<file path="config.mk">
export PLATFORM = sky130hd
export DESIGN_NAME = gate_sequencer
export DESIGN_NICKNAME = d
export VERILOG_FILES = /design/src/rtl/gate_pkg.sv /design/src/rtl/gate_rr_arbiter.sv /design/src/rtl/gate_sequencer.sv
export SDC_FILE = /design/constraint.sdc
export NUM_CORES = 1
export LEC_CHECK = 0
export CAP_MARGIN = 20
export CORE_MARGIN = 10
export CORE_UTILIZATION = 25
export DETAILED_ROUTE_END_ITERATION = 7
export GPL_TIMING_DRIVEN = 0
export PLACE_DENSITY = 0.51
export SLEW_MARGIN = 20
export SYNTH_ARGS = -nofsm -noshare
export SYNTH_HDL_FRONTEND = slang
export SYNTH_SLANG_ARGS = --single-unit
</file>
<file path="constraint.sdc">
create_clock -name clk -period 6.1 [get_ports clk]
set_input_delay 1.22 -clock clk [delete_from_list [all_inputs] [get_ports clk]]
set_output_delay 1.22 -clock clk [all_outputs]
set_load 0.01 [all_outputs]
</file>
<file path="src/rtl/gate_pkg.sv">
// Shared gate state encoding for the gate automata modules.
package gate_pkg;

  typedef enum logic [1:0] {
    OPENED = 2'b00,
    CLOSED = 2'b01,
    PAYED  = 2'b10
  } gate_state_t;

endpackage

</file>
<file path="src/rtl/gate_rr_arbiter.sv">
// Round-robin arbiter over payment terminals: combinational one-hot grant,
// registered search pointer that moves just past the last winner.
module gate_rr_arbiter #(
  parameter int N_TERM = 4
) (
  input  logic              clk,
  input  logic              rst_n,
  input  logic [N_TERM-1:0] req,
  input  logic [N_TERM-1:0] mask,
  output logic [N_TERM-1:0] grant
);

  localparam int PTR_W = (N_TERM > 1) ? $clog2(N_TERM) : 1;

  logic [PTR_W-1:0]  ptr_reg;
  logic [PTR_W-1:0]  ptr_next;
  logic [N_TERM-1:0] eligible;
  logic              found;
  int                idx;

  // A terminal acked last cycle still holds its request this cycle; mask it.
  assign eligible = req & ~mask;

  always_comb begin
    grant    = '0;
    ptr_next = ptr_reg;
    found    = 1'b0;
    idx      = 0;
    for (int off = 0; off < N_TERM; off++) begin
      idx = int'(ptr_reg) + off;
      if (idx >= N_TERM) idx = idx - N_TERM;
      if (!found && eligible[idx]) begin
        found      = 1'b1;
        grant[idx] = 1'b1;
        ptr_next   = (idx == N_TERM - 1) ? '0 : PTR_W'(idx + 1);
      end
    end
  end

  always_ff @(posedge clk or negedge rst_n) begin
    if (!rst_n) ptr_reg <= '0;
    else        ptr_reg <= ptr_next;
  end

endmodule

</file>
<file path="src/rtl/gate_sequencer.sv">
// Turnstile sequencer: arbitrates payments, banks credit, drives the gate FSM.
// Optional auto-close of an open gate is compiled in with GATE_TIMEOUT_EN.
module gate_sequencer
  import gate_pkg::*;
#(
  parameter int N_TERM      = 4,
  parameter int CREDIT_MAX  = 15,
  parameter int TIMEOUT_CYC = 1000,
  localparam int CREDIT_W   = $clog2(CREDIT_MAX + 1)
) (
  input  logic                clk,
  input  logic                rst_n,
  input  logic [N_TERM-1:0]   pay_req,
  output logic [N_TERM-1:0]   pay_ack,
  input  logic                turn_i,
  output logic [1:0]          state_o,
  output logic                unlock_o,
  output logic [CREDIT_W-1:0] credit_o,
  output logic                overflow_o,
  output logic                timeout_o
);

  localparam logic [CREDIT_W-1:0] CREDIT_FULL = CREDIT_W'(CREDIT_MAX);

  logic [N_TERM-1:0] grant;
  logic              granted;
  logic              consume;
  gate_state_t       state_reg;

  gate_rr_arbiter #(.N_TERM(N_TERM)) u_arb (
    .clk   (clk),
    .rst_n (rst_n),
    .req   (pay_req),
    .mask  (pay_ack),
    .grant (grant)
  );

  assign granted = |grant;
  assign consume = (state_reg == CLOSED) && (credit_o != '0);
  assign state_o = state_reg;

  // A payment granted while the gate consumes still counts for the next pass.
  always_ff @(posedge clk or negedge rst_n) begin
    if (!rst_n) begin
      pay_ack    <= '0;
      credit_o   <= '0;
      overflow_o <= 1'b0;
    end else begin
      pay_ack    <= grant;
      overflow_o <= granted && !consume && (credit_o == CREDIT_FULL);
      if (granted && !consume) begin
        if (credit_o != CREDIT_FULL) credit_o <= credit_o + 1'b1;
      end else if (!granted && consume) begin
        credit_o <= credit_o - 1'b1;
      end
    end
  end

`ifdef GATE_TIMEOUT_EN
  localparam int TIMER_W = (TIMEOUT_CYC > 1) ? $clog2(TIMEOUT_CYC) : 1;
  localparam logic [TIMER_W-1:0] TIMER_LAST = TIMER_W'(TIMEOUT_CYC - 1);
  logic [TIMER_W-1:0] timer_reg;
`else
  logic unused_timeout;
  assign unused_timeout = (TIMEOUT_CYC < 2);
`endif

  always_ff @(posedge clk or negedge rst_n) begin
    if (!rst_n) begin
      state_reg <= CLOSED;
      unlock_o  <= 1'b0;
      timeout_o <= 1'b0;
`ifdef GATE_TIMEOUT_EN
      timer_reg <= '0;
`endif
    end else begin
      timeout_o <= 1'b0;
      case (state_reg)
        CLOSED: begin
          if (credit_o != '0) begin
            state_reg <= PAYED;
            unlock_o  <= 1'b1;
          end
        end
        PAYED: begin
          if (turn_i) begin
            state_reg <= OPENED;
            unlock_o  <= 1'b0;
`ifdef GATE_TIMEOUT_EN
            timer_reg <= '0;
`endif
          end
        end
        OPENED: begin
          // A rotation on the timeout edge closes normally, without timeout_o.
          if (turn_i) begin
            state_reg <= CLOSED;
          end
`ifdef GATE_TIMEOUT_EN
          else if (timer_reg == TIMER_LAST) begin
            state_reg <= CLOSED;
            timeout_o <= 1'b1;
          end else begin
            timer_reg <= timer_reg + 1'b1;
          end
`endif
        end
        default: begin
          state_reg <= CLOSED;
          unlock_o  <= 1'b0;
        end
      endcase
    end
  end

endmodule

</file>
# Word level (Yosys, flattened, before mapping)
# Index checks and enable logic that the tools add are counted.
# classes
addsub	13
multipliers	0
div	0
magnitude_cmp	12
eq_ne	12
shift	0
muxes	49
n_bitwise	6
n_reduce_logical	24
# op_table
operator	n
32-bit by 3-bit == test with 1-bit output, second input constant	4
32-bit by 1-bit >= comparator with 1-bit output, second input constant	4
32-bit by 4-bit less-than comparator with 1-bit output, second input constant	4
32-bit two-way mux	4
32-bit by 4-bit >= comparator with 1-bit output, second input constant	3
32-bit by 4-bit subtractor with 32-bit output, second input constant	3
4-bit two-way mux	7
2-bit two-way mux	11
1-bit two-way mux	17
4-bit bitwise OR	3
1-bit logical AND	11
2-bit adder, second input constant	4
1-bit binary-select mux with 2-bit select	4
1-bit demux with 2-bit select	4
4-bit nonzero test	2
2-bit by 2-bit adder with 3-bit output, second input constant	2
2-bit case mux with 3 select lines	1
3-bit AND reduction	2
1-bit logical NOT	5
4-bit by 1-bit adder with 4-bit output, second input constant	1
4-bit bitwise AND	1
4-bit == test, second input constant	1
2-bit by 1-bit != test with 1-bit output, second input constant	2
2-bit != test, second input constant	2
other kinds (14)	14
# totals
regBits	14
latchBits	0
ram_bits	0
rom_bits	0
in_bits	7
wordCells	122
memories	0

# Longest topological paths before layout
# logic_depth
ltp_word	20
mapped_depth	17
depth_no_buf	15

# Hierarchy
# From an unflattened synthesis, not the netlist that was laid out.
# hier_totals
cells_unflattened	110
hier_area_um2	1139.8
# by_module_without_submodules
module	instances	cells_per_inst	area_per_inst_um2	seq_area_each_um2
gate_sequencer	1	48	591.8	301.5
gate_rr_arbiter	1	62	548.0	50.0

# Least setup slack after synthesis
# OpenSTA, ideal clock, no wires.
# synth_path
path_type	in2reg
start	input pay_req[1]
end	register credit_o[3]
setup_ns	0.079
arrival_time_ns	4.299
t_required_ns	6.021
path_slack_ns	1.722
cell_stages	14
path_cell_list	and2b_1 > mux4_2 > nor2b_4 > buf_6 > a22o_1 > a221oi_1 > o2111ai_2 > nand2_1 > ha_1 > a21o_1 > a21o_1 > or2_2 > mux2_2 > mux2i_1
# synth_via
elab_chain_len	19
word_cells_on_any_way	37
# synth_lines
element	line	source
from (decl)	gate_sequencer.sv:13	input logic [N_TERM-1:0] pay_req,
4-bit bitwise AND *	gate_rr_arbiter.sv:22	assign eligible = req & ~mask;
1-bit binary-select mux with 2-bit select	gate_rr_arbiter.sv:32	if (!found && eligible[idx]) begin
1-bit two-way mux (not written as such) (2 in series)	gate_rr_arbiter.sv:32	
1-bit two-way mux	gate_rr_arbiter.sv:32	
1-bit logical NOT	gate_rr_arbiter.sv:32	
1-bit logical AND	gate_rr_arbiter.sv:32	
1-bit two-way mux	gate_rr_arbiter.sv:32	
1-bit logical NOT	gate_rr_arbiter.sv:32	
[... 2 more ...]	-	
1-bit logical NOT	gate_rr_arbiter.sv:32	
1-bit logical AND	gate_rr_arbiter.sv:32	
4-bit two-way mux *	gate_rr_arbiter.sv:32	
4-bit OR reduction *	gate_sequencer.sv:38	assign granted = |grant;
1-bit logical NOT	gate_sequencer.sv:53	end else if (!granted && consume) begin
1-bit logical AND	gate_sequencer.sv:53	
2-bit nonzero test (no source line)	-	
2-bit AND reduction (no source line)	-	
to (signal assigned)	gate_sequencer.sv:52	if (credit_o != CREDIT_FULL) credit_o <= credit_o + 1'b1;
to (signal assigned)	gate_sequencer.sv:54	credit_o <= credit_o - 1'b1;
to (decl)	gate_sequencer.sv:18	output logic [CREDIT_W-1:0] credit_o,
# Every way passes the cells marked *; elsewhere a longest branch is shown, timed or not. The select of a mux whose other input is x is not followed.
# A chain may end at the register's enable or synchronous reset.

# Worst setup path after layout
# layout_path
start	input pay_req[0]
end	register credit_o[3]
# The elaborated chain is that of the path after synthesis.

==> flow_summary.json <==
{
  "status": "complete, no violations",
  "cts_root_buffer": "clkbuf_8",
  "grt_pass1_wl_um": 5220,
  "whs_ps": 502,
  "dieArea_sq_um": 8190,
  "fmax_ghz": 0.198,
  "cpMostUsedCell": "a21o_1",
  "overflow": 0,
  "r2r_setup_slack_ps": 1680,
  "path_max_fanout": 9,
  "drv_slew": 0,
  "criticalPathCategory": "in -> reg",
  "setup_viol": 0,
  "netlist_area_sq_um": 1240,
  "hold_path.startpoint": "unlock_o",
  "grt_use_met3_pct": 2.08,
  "synthToLayoutAreaGrowth_pct": 25.7,
  "avgViaCountPerCell": 4.78,
  "grt_max_degree": 15,
  "dp_hpwl_um": 2380,
  "ys_seq_area_share_pct": 28.3,
  "tritoncts": "done",
  "synth_cells": 133,
  "grt_pass1_vias": 1079,
  "syn_nets": 154,
  "dieHeight_um": 90.5,
  "crit_required_ps": 6260,
  "yosysWarnings": 0,
  "post_cts_buffers": 0,
  "clk_path_buf_depth": 2,
  "stdcell_area_sq_um": 1560,
  "port_buffers": 18,
  "slowest_stage": "mux4_1",
  "top_usage_layer": "met2",
  "fin_nets": 177,
  "track_usage_pct": 7.38,
  "drtPass1Iterations": 4,
  "totalWireLength_um": 2980,
  "rsz0062_at_grt": "false",
  "finalClockSkew_ps": 0.621,
  "clock-sinks": 14,
  "fp-row-count": 25,
  "ctsResizeCount": 0,
  "tns_ps": 0,
  "period_share_pct": 82.8,
  "utilization_pct": 32.8,
  "worst_slew_pin_slew_ps": 719,
  "use_met1_pct": 9.23,
  "clock_latency_ps": 240,
  "start_kind": "primary input",
  "core_area_sq_um": 4750,
  "wire_per_inst_um": 13.4,
  "slew_headroom_pct": 51.6,
  "die_w_um": 90.5,
  "antenna_found_initial": 0,
  "holdPathEnd": "unlock_o",
  "hold_path.class": "reg -> reg",
  "maxCapViolCount": 0,
  "pin_count": 20,
  "crit_path_max_incr_delay_ps": 520,
  "r2r_cells": 17,
  "drc_errors": 0,
  "r2r_start": "u_arb.ptr_reg[0]",
  "ys_ff_latch": 14,
  "top_regs": "credit_o x4, pay_ack x4",
  "syn_avg_cell_area_sq_um": 9.34,
  "period_minus_slack_ps": 5050,
  "clkTransAtPathRegs_ps": 60,
  "drt_iter0_drc": 56,
  "hold_depth": 1,
  "path_cells": "clkdlybuf4s50_1, nor2b_1, mux4_1, nor2b_4, buf_6, a22o_1, a221oi_1, o2111ai_2, nand2_1, ha_1, a21o_1, a21o_1, or2_2, mux2_2, mux2i_1",
  "dpl_cell_area_sq_um": 1510,
  "grt_use_met2_pct": 12.2,
  "ctsHoldBuffers": 0,
  "start_util_pct": 26.1,
  "num_vias": 1061,
  "antennaDiodeCount": 0,
  "ant_nets": 0,
  "crit_path_end_kind": "flop",
  "worstPathArrival_ps": 5210,
  "worst_r2r_endpoint": "credit_o[3]",
  "place_congestion": 0.859,
  "hold_viol": 0,
  "cts_made_buffers": 3,
  "netlist-cell-type-count": 40,
  "htreeDepth": 1,
  "drive_above_1_share_pct": 11.0
}
==> synthesized netlist by cell type, drive strengths merged <==
library cell	count	share of area, %
a21o	2	1.2
a21oi	4	1.6
a221oi	3	2.1
a222oi	2	1.6
a22o	2	1.4
a31oi	1	0.50
and2b	1	0.60
and3	2	1.0
and4b	1	0.81
buf	3	2.4
clkbuf	1	0.30
conb	1	0.30
dfrtp	13	26
dfstp	1	2.1
fa	1	1.6
ha	13	13
inv	6	1.8
mux2	2	1.8
mux2i	5	4.0
mux4	3	5.7
nand2	18	5.4
nand2b	6	3.0
nand3	2	0.81
nor2	8	2.4
nor2b	6	3.6
nor3	5	2.0
nor4	3	1.5
o2111ai	1	1.2
o21a	2	1.2
o21ai	4	1.6
o22a	2	1.4
o22ai	3	1.5
o32a	1	0.81
or2	2	1.0
xnor2	2	1.4
xor2	1	0.71
==> logic make-up (layout without fill, tap and decap cells) <==
group,Yosys count,count (layout),share of synthesized area [%]
and+or+nand+nor,54,54,22.3
AOI/OAI and AO/OA,27,27,16.2
adders and majority gates,14,14,14.7
DFF,14,14,28.3
muxes,10,10,11.6
buffers and inverters,10,32,4.53
xor gates and xnor gates,3,3,2.12
other,1,1,0.302
==> worst max-delay path, delay by kind of cell <==
family | cells | cell delay [ps]
AND/OR/NAND/NOR | 4 | 970
multiplexers | 3 | 910
buffers and inverters | 2 | 620
adder cells (fa/ha/maj) | 1 | 250
AO/OA/AOI/OAI | 5 | 1240
==> cell usage in the layout, fill, tap and decap left out, types with 4 or more instances in the layout <==
| cell | n |
|---|---|
| nand2_1 | 18 |
| clkdlybuf4s50_1 | 18 |
| ha_1 | 13 |
| dfrtp_1 | 13 |
| nor2_1 | 8 |
| nand2b_1 | 6 |
| inv_1 | 5 |
| nor2b_1 | 5 |
| nor3_1 | 5 |
| mux2i_1 | 5 |
| o21ai_0 | 4 |
| a21oi_1 | 4 |
| clkbuf_8 | 4 |
==> layer usage <==
layer / part of all wire, % / up-vias / routed length (um)
li1: - / 524 / -
met1: 45 / 509 / 1350
met2: 48 / 26 / 1430
met3: 6.3 / 2 / 188
met4: 0.44 / 0 / 13
met5: 0 / - / 0
==> worst max-delay path by stage <==
stage	cells after the start	endpoint	start	slack (ps)
finish	15	credit_o[3]	pay_req[0]	1050
floorplan	14	credit_o[3]	pay_req[1]	1720
CTS	15	credit_o[3]	pay_req[0]	1050
global placement	15	credit_o[3]	pay_req[0]	840
global route	15	credit_o[3]	pay_req[0]	770
detailed placement	15	credit_o[3]	pay_req[0]	810
==> final cells by class <==
class / count / area, sq um
Sequential cell: 14 / 352
Fill cell: 531 / 3190
Buffer: 4 / 33.8
Clock buffer: 4 / 55.1
Multi-Input combinational cell: 109 / 835
Inverter: 6 / 22.5
Tap cell: 67 / 83.8
Timing Repair Buffer: 18 / 180
==> through the flow <==
step           instances  setup slack (ps)
2_1_floorplan        133              1720
3_3_place_gp         218               840
3_5_place_dp         218               810
4_1_cts              222              1050
5_1_grt              222               766
6_report             222              1050
Power is not shown: default switching activity piles up to over one toggle a cycle in this logic, so the estimate is an artifact.
